[config.mk]
export PLATFORM = sky130hd
export DESIGN_NAME = display_7s_page_mux
export DESIGN_NICKNAME = d
export VERILOG_FILES = /design/src/rtl/display_7s_page_mux_pkg.sv /design/src/rtl/display_7s_dwell_timer.sv /design/src/rtl/display_7s_page_mux.sv
export SDC_FILE = /design/constraint.sdc
export NUM_CORES = 1
export LEC_CHECK = 0
export ABC_AREA = 1
export CAP_MARGIN = 10
export CORE_AREA = 2 2 287 289
export DETAILED_ROUTE_END_ITERATION = 16
export DIE_AREA = 0 0 289 291
export PLACE_DENSITY = 0.46
export SLEW_MARGIN = 10
export SYNTH_ARGS = -nofsm -noshare
export SYNTH_HDL_FRONTEND = slang
export SYNTH_HIERARCHICAL = 1
export SYNTH_SLANG_ARGS = --single-unit
[constraint.sdc]
create_clock -name clk -period 2.75 [get_ports clk]
set_input_delay 0.55 -clock clk [delete_from_list [all_inputs] [get_ports clk]]
set_output_delay 0.55 -clock clk [all_outputs]
set_load 0.01 [all_outputs]
[src/rtl/display_7s_page_mux_pkg.sv]
// Shared types and helpers for the 7-segment page selector.
// Build option: DISPLAY_7S_PAGE_MUX_BLANK_EN enables page-change blanking.
package display_7s_page_mux_pkg;

  typedef enum logic [0:0] {
    ST_SHOW  = 1'b0,
    ST_BLANK = 1'b1
  } state_t;

  // Wide enough for any content word; callers slice down to DW.
  localparam int BLANK_MAX_W = 1024;
  localparam logic [BLANK_MAX_W-1:0] BLANK_WORD = '0;

  function automatic int clog2(input int value);
    int r;
    r = 0;
    while ((1 << r) < value) r++;
    return r;
  endfunction

endpackage

[src/rtl/display_7s_dwell_timer.sv]
// Tick counter: done pulses on the tick that completes max(limit,1) ticks.
// Counter self-clears on done; clr has priority over counting.
module display_7s_dwell_timer
  import display_7s_page_mux_pkg::*;
#(
  parameter int CW = 8
) (
  input  logic          clk,
  input  logic          reset_n,
  input  logic          clr,
  input  logic          en,
  input  logic          tick,
  input  logic [CW-1:0] limit,
  output logic          done
);

  logic [CW-1:0] cnt;
  logic [CW-1:0] term;

  // Zero limit behaves as one; >= keeps a shortened limit from overrunning.
  assign term = (limit == '0) ? '0 : limit - CW'(1);
  assign done = ~clr & en & tick & (cnt >= term);

  always_ff @(posedge clk) begin
    if (!reset_n) begin
      cnt <= '0;
    end else if (clr || done) begin
      cnt <= '0;
    end else if (en && tick) begin
      cnt <= cnt + CW'(1);
    end
  end

endmodule

[src/rtl/display_7s_page_mux.sv]
// Registered page selector with manual load, auto-scroll and page-change pulse.
// Build option: DISPLAY_7S_PAGE_MUX_BLANK_EN blanks dis_data for BLANK_TICKS ticks per change.
module display_7s_page_mux
  import display_7s_page_mux_pkg::*;
#(
  parameter int CHANNELS    = 8,
  parameter int DW          = 80,
  parameter int SW          = 4,
  parameter int DWELL_W     = 8,
  parameter int BLANK_TICKS = 2
) (
  input  logic                   clk,
  input  logic                   reset_n,
  input  logic [CHANNELS*DW-1:0] dis_content,
  input  logic [SW-1:0]          sel,
  input  logic                   sel_load,
  input  logic                   auto_en,
  input  logic                   tick,
  input  logic [DWELL_W-1:0]     dwell,
  output logic [DW-1:0]          dis_data,
  output logic [SW-1:0]          page,
  output logic                   page_chg,
  output logic                   sel_err
);

  if (CHANNELS < 2 || CHANNELS > 16 || clog2(CHANNELS) > SW || BLANK_TICKS < 0 || DW < 1
      || DW > BLANK_MAX_W) begin : g_bad_param
    $error("display_7s_page_mux: illegal parameter combination");
  end

  state_t        state, state_nx;
  logic [SW-1:0] page_nx;
  logic [SW-1:0] page_inc;
  logic          chg_nx;
  logic          adv;
  logic          sel_ok;
  logic          load_ok;
  logic          tick_eff;
  logic [DW-1:0] cur_word;

  assign sel_ok   = ({1'b0, sel} < (SW+1)'(CHANNELS));
  assign load_ok  = sel_load & sel_ok;
  // Any load, valid or not, swallows a coincident tick.
  assign tick_eff = tick & ~sel_load;
  assign page_inc = (page == SW'(CHANNELS - 1)) ? '0 : page + SW'(1);

  display_7s_dwell_timer #(.CW(DWELL_W)) u_dwell (
    .clk     (clk),
    .reset_n (reset_n),
    .clr     (~auto_en | load_ok),
    .en      (auto_en && (state == ST_SHOW)),
    .tick    (tick_eff),
    .limit   (dwell),
    .done    (adv)
  );

`ifdef DISPLAY_7S_PAGE_MUX_BLANK_EN
  localparam int BW = (clog2(BLANK_TICKS + 1) < 1) ? 1 : clog2(BLANK_TICKS + 1);
  logic blank_done;

  display_7s_dwell_timer #(.CW(BW)) u_blank (
    .clk     (clk),
    .reset_n (reset_n),
    .clr     ((state != ST_BLANK) | chg_nx),
    .en      (state == ST_BLANK),
    .tick    (tick_eff),
    .limit   (BW'(BLANK_TICKS)),
    .done    (blank_done)
  );
`endif

  always_comb begin
    cur_word = '0;
    for (int k = 0; k < CHANNELS; k++) begin
      if (page == SW'(k)) cur_word = dis_content[k*DW +: DW];
    end
  end

  always_comb begin
    page_nx  = page;
    chg_nx   = 1'b0;
    state_nx = state;
    if (load_ok) begin
      page_nx = sel;
      chg_nx  = (sel != page);
    end else if (adv) begin
      page_nx = page_inc;
      chg_nx  = 1'b1;
    end
`ifdef DISPLAY_7S_PAGE_MUX_BLANK_EN
    case (state)
      ST_SHOW:  if (chg_nx) state_nx = ST_BLANK;
      ST_BLANK: if (!chg_nx && blank_done) state_nx = ST_SHOW;
      default:  state_nx = ST_SHOW;
    endcase
`else
    state_nx = ST_SHOW;
`endif
  end

  always_ff @(posedge clk) begin
    if (!reset_n) begin
      state    <= ST_SHOW;
      page     <= '0;
      page_chg <= 1'b0;
      sel_err  <= 1'b0;
      dis_data <= BLANK_WORD[DW-1:0];
    end else begin
      state    <= state_nx;
      page     <= page_nx;
      page_chg <= chg_nx;
      sel_err  <= sel_load & ~sel_ok;
      dis_data <= (state == ST_BLANK) ? BLANK_WORD[DW-1:0] : cur_word;
    end
  end

endmodule

==> summary.md, run 1 <==
| Metric | Value |
|---|---|
| Iter 0 DRT Violations | `528` |
| Area growth from synthesis to layout | `87.7%` |
| #FFs+latches synth | `94` |
| Routed wire length per instance | `18.0 microns` |
| Top-area cell type share of the netlist area | `21.4%` |
| Ratio of cells with drive above 1 in the final layout | `5.10%` |
| Synth Area per Inst | `5.24 sq um` |
| Post-Syn Instances | `2027` |
| Most common cell after layout, fill and taps aside | `clkdlybuf4s50_1` |
| Htree depth | `3` |
| Longest Clk Path Bufs | `2` |
| R2R setup slack | `540 ps` |
| Top Usage Layer GRT | `met2` |
| Syn nets | `2698` |
| Initial Util | `13.1%` |
| TritonCTS clock tree | `yes` |
| Endpoints failing hold | `0` |
| Fill count | `9288` |
| GRT overflow | `0` |
| Static leakage power | `8.86 nW` |
| CP Capture Type | `flop` |
| Final Cell Area | `19900 sq um` |
| Worst Hold Path EP | `dis_data[16]` |
| Critical path class | `in -> reg` |
| Layout Utilization | `24.6%` |
| Die height | `291 microns` |
| Drt pass-1 iters | `5` |
| Met1 usage | `18.3%` |
| CP Data Required Time | `3070 ps` |
| R2R Path Start | `page[0]` |
| Sequential fraction of the synthesis area | `17.7%` |
| Final setup violation count | `0` |
| Vias in the first global route | `15200` |
| PortBufs | `742` |
| Top cells by area, synth | `nand2_1 21%, dfxtp_1 18%, nand3_1 12%` |
| Max Fanout on Critical Path | `3` |
| Num CTS Buffers | `9` |
| Fmax | `385 MHz` |
| Max-slew headroom | `59.2%` |
| Hold path cells | `3` |
| Vias | `15100` |
| Die W | `289 microns` |
| Root Buffer | `clkbuf_16` |
| Dpl cell area | `19500 sq um` |
| RePlAce Congestion | `0.835` |
| Core footprint | `81200 sq um` |
| Routed Antenna Nets | `0` |
| Final Net Count | `3374` |
| Clock-pin slew of the registers on the worst-case setup and hold paths | `90 ps` |
| Mapped Area | `10600 sq um` |
| Period Utilization, post-route | `94.4%` |
| WP data arrival | `2920 ps` |
| CP startpoint kind | `input port` |
| Largest net degree at the start of global routing | `82` |
| DR DRC count | `0` |
| Synth warn | `6` |
| Sink Count | `94` |
| Met3 Resource Use GR | `4.06%` |
| Final WL | `68.3 mm` |
| Count of hold-fix buffers inserted at cts | `0` |
| Outcome | `complete, no violations` |
| Commonest cells after routing, fill and taps aside | `735 x clkdlybuf4s50_1, 602 x nand2_1, 266 x inv_1` |
| FF-to-FF End | `dis_data[40]` |
| Hold_sp | `reset_n` |
| Setup Skew | `14.9 ps` |
| Max-cap violation count | `0` |
| Worst VDD drop | `0.307 mV` |
| Pwr/cell area | `287 nW/um^2` |
| Vias/cell | `3.98` |
| Multi-input gate area | `7080 sq um` |
| Worst slew pin tran | `612 ps` |
| Clk_lat worst skew | `400 ps` |
| Dpl hpwl | `54.6 mm` |
| Hold Path Class | `in -> reg` |
| M2 GR Usage | `27.7%` |
| Total Die Area | `84100 sq um` |
| Global-route wire length before repair | `97.6 mm` |
| Storage cell area | `1880 sq um` |
| Final Max Tran Viols | `0` |
| Synth area leader | `nand2_1` |
| Top Ports | `743` |
| Distinct cells, synth | `30` |
| Std cell rows | `105` |
| Path depth of the worst reg2reg path | `10` |
| Initial antenna violation count | `9` |
| Tmin final | `2600 ps` |
| Overall global routing resource usage | `15.6%` |
## final cells by class
type	instances	share of cell area [%]
antenna	6	0.0753
sequential	94	9.44
clock inverter	7	0.521
clock buffer	9	1.13
inverter	275	5.24
tap	1070	6.71
multi-input combinational	1503	35.5
timing repair buffer	820	41.4
## state kept, by name, summed over array words and instances (netlist names)
signal	flops
sel_err	1
u_dwell/cnt	8
page	4
dis_data	80
page_chg	1
## repair_timing
action | CTS | global route
pin swaps | 0 | 11
buffers inserted | 0 | 2
cloned | 0 | 0
gates resized for setup | 4 | 24
setup endpoints to repair | 4 | 5
## stage by stage
stage | std cells | setup WS [ps] | power, mW | setup TNS (ps) | hold WS [ps]
after floorplan | 2027 | 227 | 2.49 | 0 | 522
after global placement | 3760 | -469 | 4.15 | -2600 | 567
after detailed placement | 3760 | -530 | 4.15 | -3160 | 569
after CTS | 3776 | 5.78 | 5.83 | 0 | 534
after global routing | 3782 | -32.4 | 6.08 | -32.4 | 564
final | 3784 | 153 | 5.72 | 0 | 578
## synth_stat cells (all sizes together)
library cell,n
ha,14
or2,4
nor2,271
o21a,1
a31oi,1
o21ai,86
xor2,8
dfxtp,94
nand4,82
buf,103
nor4,1
nor3,4
a21oi,86
nand3,253
xnor2,1
nand2,611
clkbuf,52
nand3b,80
inv,275
## routing by layer
metal | up-vias | share of wire [%] | routed length (microns)
met5 | - | 0.035 | 24
met4 | 4 | 1.8 | 1250
met3 | 48 | 7.4 | 5040
met2 | 505 | 49 | 33600
met1 | 6775 | 42 | 28400
li1 | 7721 | - | -
## report_power, final
group / switching [mW] / internal, mW / leakage [nW]
Sequential: 0.0441 / 1.50 / 0.778
Clock: 0.798 / 0.815 / 0.155
Combinational: 1.10 / 1.46 / 7.93
Total: 1.95 / 3.77 / 8.86
## worst max-delay path: stages
cell             delay [ps]
clkdlybuf4s50_1         420
nor2_1                  100
nand2_1                  90
buf_4                   150
nor2_4                  120
o21ai_2                  60
o21ai_1                  90
ha_1                    270
a21oi_2                 140
o21a_1                  130
nand2_1                  70
nand2_2                  70
inv_1                    50
or2_2                   310
inv_2                    70
nand2_1                  50
a31oi_1                 180
## worst max-delay path by stage
stage               endpoint      from
global route         page[0]  dwell[2]
detailed placement   page[0]  dwell[0]
CTS                  page[0]  dwell[0]
finish               page[0]  dwell[2]
global placement     page[0]  dwell[0]
floorplan            page[0]  dwell[0]
## cells by family after synthesis
logic type               Yosys count  share of synthesized area [%]
AND/OR/NAND/NOR                 1306                           54.7
buffers and inverters            430                           17.0
AO/OA/AOI/OAI                    174                           8.23
flip-flops                        94                           17.7
adder cells (fa/ha/maj)           14                           1.65
XOR/XNOR                           9                          0.742
No activity file was read; power rests on OpenSTA's default activity.
==> run 2: changes to the inputs <==
==> constraint.sdc (replaced) <==
create_clock -name clk -period 2.75 [get_ports clk]
set_input_delay 0.55 -clock clk [delete_from_list [all_inputs] [get_ports clk]]
set_output_delay 0.55 -clock clk [all_outputs]
set_load 0.005 [all_outputs]
==> results of run 2 <==
The final DEF is identical to that of run 1. Status: complete, no violations.
Among the figures that moved: total power 5.72 mW -> 5.66 mW
